--- config.mk ---
export PLATFORM = sky130hd
export DESIGN_NAME = addc_seq
export DESIGN_NICKNAME = d
export VERILOG_FILES = /design/src/rtl/addc_pkg.sv /design/src/rtl/addc_seq_addcpred.sv /design/src/rtl/addc_seq.sv
export SDC_FILE = /design/constraint.sdc
export NUM_CORES = 2
export LEC_CHECK = 0
export CAP_MARGIN = 10
export CORE_MARGIN = 2
export CORE_UTILIZATION = 25
export CTS_BUF_LIST = sky130_fd_sc_hd__clkbuf_4 sky130_fd_sc_hd__clkbuf_8 sky130_fd_sc_hd__clkbuf_16
export DETAILED_ROUTE_END_ITERATION = 8
export HOLD_SLACK_MARGIN = 0.12
export RECOVER_POWER = 25
export SYNTH_ARGS = -nofsm -noshare
export SYNTH_HDL_FRONTEND = slang
export SYNTH_SLANG_ARGS = --single-unit
--- constraint.sdc ---
create_clock -name clk -period 11.92 [get_ports clk]
set_input_delay 1.788 -clock clk [delete_from_list [all_inputs] [get_ports clk]]
set_output_delay 1.788 -clock clk [all_outputs]
set_load 0.02 [all_outputs]
--- src/rtl/addc_pkg.sv ---
// Shared types for the limb-serial add/subtract sequencer.
package addc_pkg;

    typedef enum logic {
        IDLE = 1'b0,
        BUSY = 1'b1
    } addc_state_e;

    typedef enum logic {
        ADD = 1'b0,
        SUB = 1'b1
    } addc_op_e;

endpackage

--- src/rtl/addc_seq_addcpred.sv ---
// Carry-select adder: operands are cut into THRES-bit chunks, each chunk precomputes
// its sum for both carry-in values, and the real carry only drives a mux chain.
module addcpred #(
    parameter int WIDTH = 256,
    parameter int THRES = 80
) (
    input  logic [WIDTH-1:0] a,
    input  logic [WIDTH-1:0] b,
    input  logic             cin,
    output logic [WIDTH-1:0] o,
    output logic             cout
);

    localparam int CW  = (WIDTH <= THRES || THRES < 1) ? WIDTH : THRES;
    localparam int NCH = (WIDTH + CW - 1) / CW;

    genvar gi;
    generate
        for (gi = 0; gi < NCH; gi++) begin : g_chunk
            localparam int LO  = gi * CW;
            localparam int CWI = (WIDTH - LO < CW) ? (WIDTH - LO) : CW;

            logic [CWI:0] sum0;
            logic [CWI:0] sum1;
            logic         c_in;
            logic         c_out;

            if (gi == 0) begin : g_first
                assign c_in = cin;
            end else begin : g_rest
                assign c_in = g_chunk[gi-1].c_out;
            end

            assign sum0 = {1'b0, a[LO +: CWI]} + {1'b0, b[LO +: CWI]};
            assign sum1 = {1'b0, a[LO +: CWI]} + {1'b0, b[LO +: CWI]} + {{CWI{1'b0}}, 1'b1};

            assign o[LO +: CWI] = c_in ? sum1[CWI-1:0] : sum0[CWI-1:0];
            assign c_out        = c_in ? sum1[CWI]     : sum0[CWI];
        end
    endgenerate

    assign cout = g_chunk[NCH-1].c_out;

endmodule

--- src/rtl/addc_seq.sv ---
// Limb-serial wide add/subtract: one addcpred per limb, carry chained through a register,
// results held in a single-entry output register with valid/ready handshakes.
module addc_seq
    import addc_pkg::*;
#(
    parameter int WIDTH = 256,
    parameter int THRES = 80,
    parameter int LIMBS = 4
) (
    input  logic             clk,
    input  logic             rst,
    input  logic             in_valid,
    output logic             in_ready,
    input  logic [WIDTH-1:0] in_a,
    input  logic [WIDTH-1:0] in_b,
    input  logic             in_sub,
    output logic             out_valid,
    input  logic             out_ready,
    output logic [WIDTH-1:0] out_o,
    output logic             out_last,
    output logic             out_cout,
    output logic             busy
);

    localparam int IDXW = (LIMBS > 1) ? $clog2(LIMBS) : 1;
    localparam logic [IDXW-1:0] LAST_IDX = IDXW'(LIMBS - 1);

    addc_state_e      state_reg, state_next;
    addc_op_e         op_reg, op_next;
    logic [IDXW-1:0]  idx_reg, idx_next;
    logic             carry_reg, carry_next;
    logic [WIDTH-1:0] out_o_reg, out_o_next;
    logic             out_last_reg, out_last_next;
    logic             out_cout_reg, out_cout_next;
    logic             out_valid_reg, out_valid_next;

    logic             accept;
    logic             first_limb;
    logic             is_last;
    logic             sub_eff;
    logic             add_cin;
    logic [WIDTH-1:0] add_b;
    logic [WIDTH-1:0] add_sum;
    logic             add_cout;

    assign in_ready   = !out_valid_reg || out_ready;
    assign accept     = in_valid && in_ready;
    assign first_limb = (state_reg == IDLE);
    assign is_last    = (idx_reg == LAST_IDX);

    // Subtraction is A + ~B + 1; the +1 rides in as carry-in on limb 0 only.
    assign sub_eff = first_limb ? in_sub : (op_reg == SUB);
    assign add_b   = sub_eff ? ~in_b : in_b;
    assign add_cin = first_limb ? in_sub : carry_reg;

    addcpred #(
        .WIDTH (WIDTH),
        .THRES (THRES)
    ) u_add (
        .a    (in_a),
        .b    (add_b),
        .cin  (add_cin),
        .o    (add_sum),
        .cout (add_cout)
    );

    always_comb begin
        state_next     = state_reg;
        op_next        = op_reg;
        idx_next       = idx_reg;
        carry_next     = carry_reg;
        out_o_next     = out_o_reg;
        out_last_next  = out_last_reg;
        out_cout_next  = out_cout_reg;
        out_valid_next = out_valid_reg && !out_ready;

        if (accept) begin
            out_valid_next = 1'b1;
            out_o_next     = add_sum;
            out_last_next  = is_last;
            out_cout_next  = is_last ? add_cout : 1'b0;
            carry_next     = add_cout;
            if (first_limb) begin
                op_next = in_sub ? SUB : ADD;
            end
            if (is_last) begin
                state_next = IDLE;
                idx_next   = '0;
                carry_next = 1'b0;
            end else begin
                state_next = BUSY;
                idx_next   = idx_reg + IDXW'(1);
            end
        end
    end

    always_ff @(posedge clk or posedge rst) begin
        if (rst) begin
            state_reg     <= IDLE;
            op_reg        <= ADD;
            idx_reg       <= '0;
            carry_reg     <= 1'b0;
            out_o_reg     <= '0;
            out_last_reg  <= 1'b0;
            out_cout_reg  <= 1'b0;
            out_valid_reg <= 1'b0;
        end else begin
            state_reg     <= state_next;
            op_reg        <= op_next;
            idx_reg       <= idx_next;
            carry_reg     <= carry_next;
            out_o_reg     <= out_o_next;
            out_last_reg  <= out_last_next;
            out_cout_reg  <= out_cout_next;
            out_valid_reg <= out_valid_next;
        end
    end

    assign out_o     = out_o_reg;
    assign out_last  = out_last_reg;
    assign out_cout  = out_cout_reg;
    assign out_valid = out_valid_reg;
    assign busy      = (state_reg == BUSY);

endmodule

==> flow_summary_export.csv <==
group,metric,value,unit
yosys,yosysSeqAreaShare,18.3,%
min_path,min_from,"out_o[223]",
yosys,syn_area,0.0361,mm^2
pwr,power_leakage,17.7,nW
yosys,synth_edf_count,0,
run_status,failed_checks,"capacitance limit, slew limit",
yosys,yosysWarnings,0,
yosys,ys_types,103,
grt,grt_pass1_vias,40080,
cells_and_area,fin_area,0.0469,mm^2
cts,cts_hold_buffers,0,
yosys,synth_ff_type,"dfrtp_1",
place,dpl_cell_area,0.0456,mm^2
yosys,synthArstFlopShare,100,%
cts,post_cts_buffers,0,
detailed_routing,vias,41707,
floorplanning,core,0.143,mm^2
cts,cts_sinks,264,
cts,h-tree-depth,2,
yosys,synthMostInstantiatedCell,"nand2_1",
cells_and_area,nets,6388,
cts,cts_root_buf,"clkbuf_16",
floorplanning,die_h,384,um
yosys,ys_ff_latch,264,
critical_path,worst-setup-path-type,"input pin to flip-flop",
cts,clockBufferDepth,3,
grt,antenna_found_initial,25,
grt,grt_first_pass_wirelength,286,mm
critical_path,reg2reg_slack,2.61,ns
cells_and_area,syn_to_final_growth,30.2,%
floorplanning,start_util,25.2,%
floorplanning,row_count,139,
sta,fin_ws,1.41,ns
cells_and_area,largest_reg_flops,256,
sta,fmax,95.1,MHz
cells_and_area,drive_above_1_share,3.44,%
floorplanning,io_pins,778,
cts,clock_latency,0.62,ns
floorplanning,die_width,384,um
sta,clock_skew,0.0202,ns
critical_path,path_max_fanout,42,
place,place_hpwl,172,mm
critical_path,required,12.41,ns
sta,slew_headroom,-243,%
critical_path,r2r-start,"busy",
detailed_routing,viasPerCell,5.52,
critical_path,cp-start-kind,"input pin",
detailed_routing,finalWirelength,203,mm
critical_path,crit_path_start,"in_sub",
yosys,synth_top_area_cell,"dfrtp_1",
grt,overflow,0,
cells_and_area,n_fill_cell,15553,
detailed_routing,ant_nets,0,
detailed_routing,drt_first_pass_iters,6,
yosys,synth_nets,5780,
sta,tns,0,ns
flow_run,cap_viol_max_count,4,
place,dp_slack,1.07,ns
sta,tightest_slew,5.11,ns
pwr,peakVddDrop,0.145,mV
yosys,synthTopCellsByCount,"nand2_1 (710), xnor2_1 (492), o21ai_0 (445), nor2_1 (405), a21oi_1 (381)",
cts,numCtsBuffers,39,
detailed_routing,wl_per_cell,26.8,um
min_path,min_path_type,"flip-flop to flip-flop",
yosys,synthTopCellsByArea,"dfrtp_1 (18%), xnor2_1 (12%), ha_1 (9.1%)",
yosys,synthCells,4996,
sta,fin_crit,10.51,ns
detailed_routing,route.detailed.drc,0,
cts,cts_tree,"done",
sta,fin_crit_sh,88.2,%
grt,grt_max_degree,218,
sta,hold_slack,0.472,ns
critical_path,cp-end-kind,"flip-flop",
cts,clkSlewWorstSetupHoldPaths,0.06,ns
pwr,powerDensity,394,mW/mm^2
yosys,synth_top_area_share,18.3,%
sta,grt_setup_unrepaired,"no",
detailed_routing,drt_iter0_drc,3996,
sta,slew_viol_final,274,
cts,cts-resized-gates,0,
place,port_buffers,777,
sta,setup_viol,0,
run_status,status,"finished, violations left",
critical_path,cp.arrival,11.00,ns
grt,track_usage,26.3,%
floorplanning,dieArea,0.147,mm^2
sta,final-hold-violation-count,0,
place,gp_congestion,1.00,
yosys,avgSynthCellArea,7.22,um^2
==> placed cells by master (no fill, tap or decap), drive strengths merged, types with 17 or more instances in the layout <==
cell type / Yosys / routed
ha: 263 / 263
nand2: 710 / 710
xor2: 185 / 185
nor2b: 24 / 24
clkdlybuf4s50: 0 / 749
xnor2: 493 / 493
buf: 65 / 39
o21bai: 47 / 47
o31ai: 25 / 25
nand4: 211 / 211
mux2i: 21 / 21
a21o: 104 / 104
nand3: 137 / 137
clkbuf: 186 / 56
and4: 25 / 25
nor4: 61 / 61
inv: 91 / 94
and3: 68 / 68
and2: 51 / 51
dfrtp: 264 / 264
nor3: 140 / 140
o211ai: 29 / 29
a31oi: 37 / 37
a21oi: 386 / 386
nor2: 406 / 406
o21a: 40 / 40
or2: 23 / 23
or3: 46 / 46
or4: 18 / 18
a22oi: 17 / 17
dlygate4sd3: 0 / 28
a211oi: 44 / 44
nand2b: 24 / 24
a221oi: 18 / 18
o21ai: 499 / 499
==> critical path, stage by stage <==
cell	delay (ns)
clkdlybuf4s50_1	0.47
nor2b_1	0.19
a21oi_4	0.52
buf_4	0.29
buf_12	0.26
xnor2_1	0.12
ha_1	0.48
a21oi_1	0.50
o21ai_1	0.27
a21oi_1	0.49
o21ai_0	0.37
a211oi_1	0.64
o21ai_0	0.41
xor2_1	0.42
nand4_1	0.19
nor4_1	1.00
nand4_1	0.20
a311oi_2	0.48
and2_4	0.28
mux2i_4	0.32
xnor2_4	0.28
or4_1	0.59
a32o_1	0.27
==> final timing paths <==
path                         endpoint  cells past startpoint
min reg2reg                out_o[223]                      2
max                          out_cout                     23
max reg2reg                  out_cout                     22
min                        out_o[223]                      2
max in group asynchronous   out_o[31]                      3
min in group asynchronous  out_o[179]                      2
==> per-stage QoR <==
step | utilization [%] | power [W] | cells
after floorplan | - | 0.0114 | 4996
after global placement | 31.8 | 0.0170 | 7465
after detailed placement | 31.8 | 0.0169 | 7466
after CTS | 32.7 | 0.0183 | 7537
after global routing | 32.7 | 0.0197 | 7545
final | 32.8 | 0.0185 | 7551
==> where the power goes <==
part	internal, W	switching [W]	total [W]	leakage (nW)
Clock	0.000758	0.000529	0.00129	0.677
Combinational	0.00530	0.0102	0.0155	13.8
Sequential	0.00135	0.000336	0.00169	3.22
==> final cells by class <==
cell class	instances	area, um^2	share of cell area (%)
Multi-Input combinational cell	4390	28100	59.9
Timing Repair Buffer	818	8110	17.3
Sequential cell	264	6610	14.1
Tap cell	1903	2380	5.07
Clock buffer	54	1140	2.43
Inverter	91	343	0.730
Clock inverter	17	214	0.456
Antenna cell	14	35.0	0.0746
==> cells by family after synthesis <==
kind of cell               after synthesis  synth area share [%]
AOI/OAI and AO/OA                     1405                  23.9
xor gates and xnor gates               678                  16.5
adders and majority gates              267                  9.35
buffers and inverters                  342                  3.79
DFF                                    264                  18.3
muxes                                   27                 0.805
and+or+nand+nor                       2013                  27.3
==> routing by layer <==
layer  routed length [um]  global-route usage [%]  up-vias
li1                     -                       -    19379
met1                87600                    34.8    20328
met2                92200                    42.6     1698
met3                14100                    4.16      284
met4                 8550                    10.2       18
met5                  113                       0        -
Power figures use the tool's default switching activity.
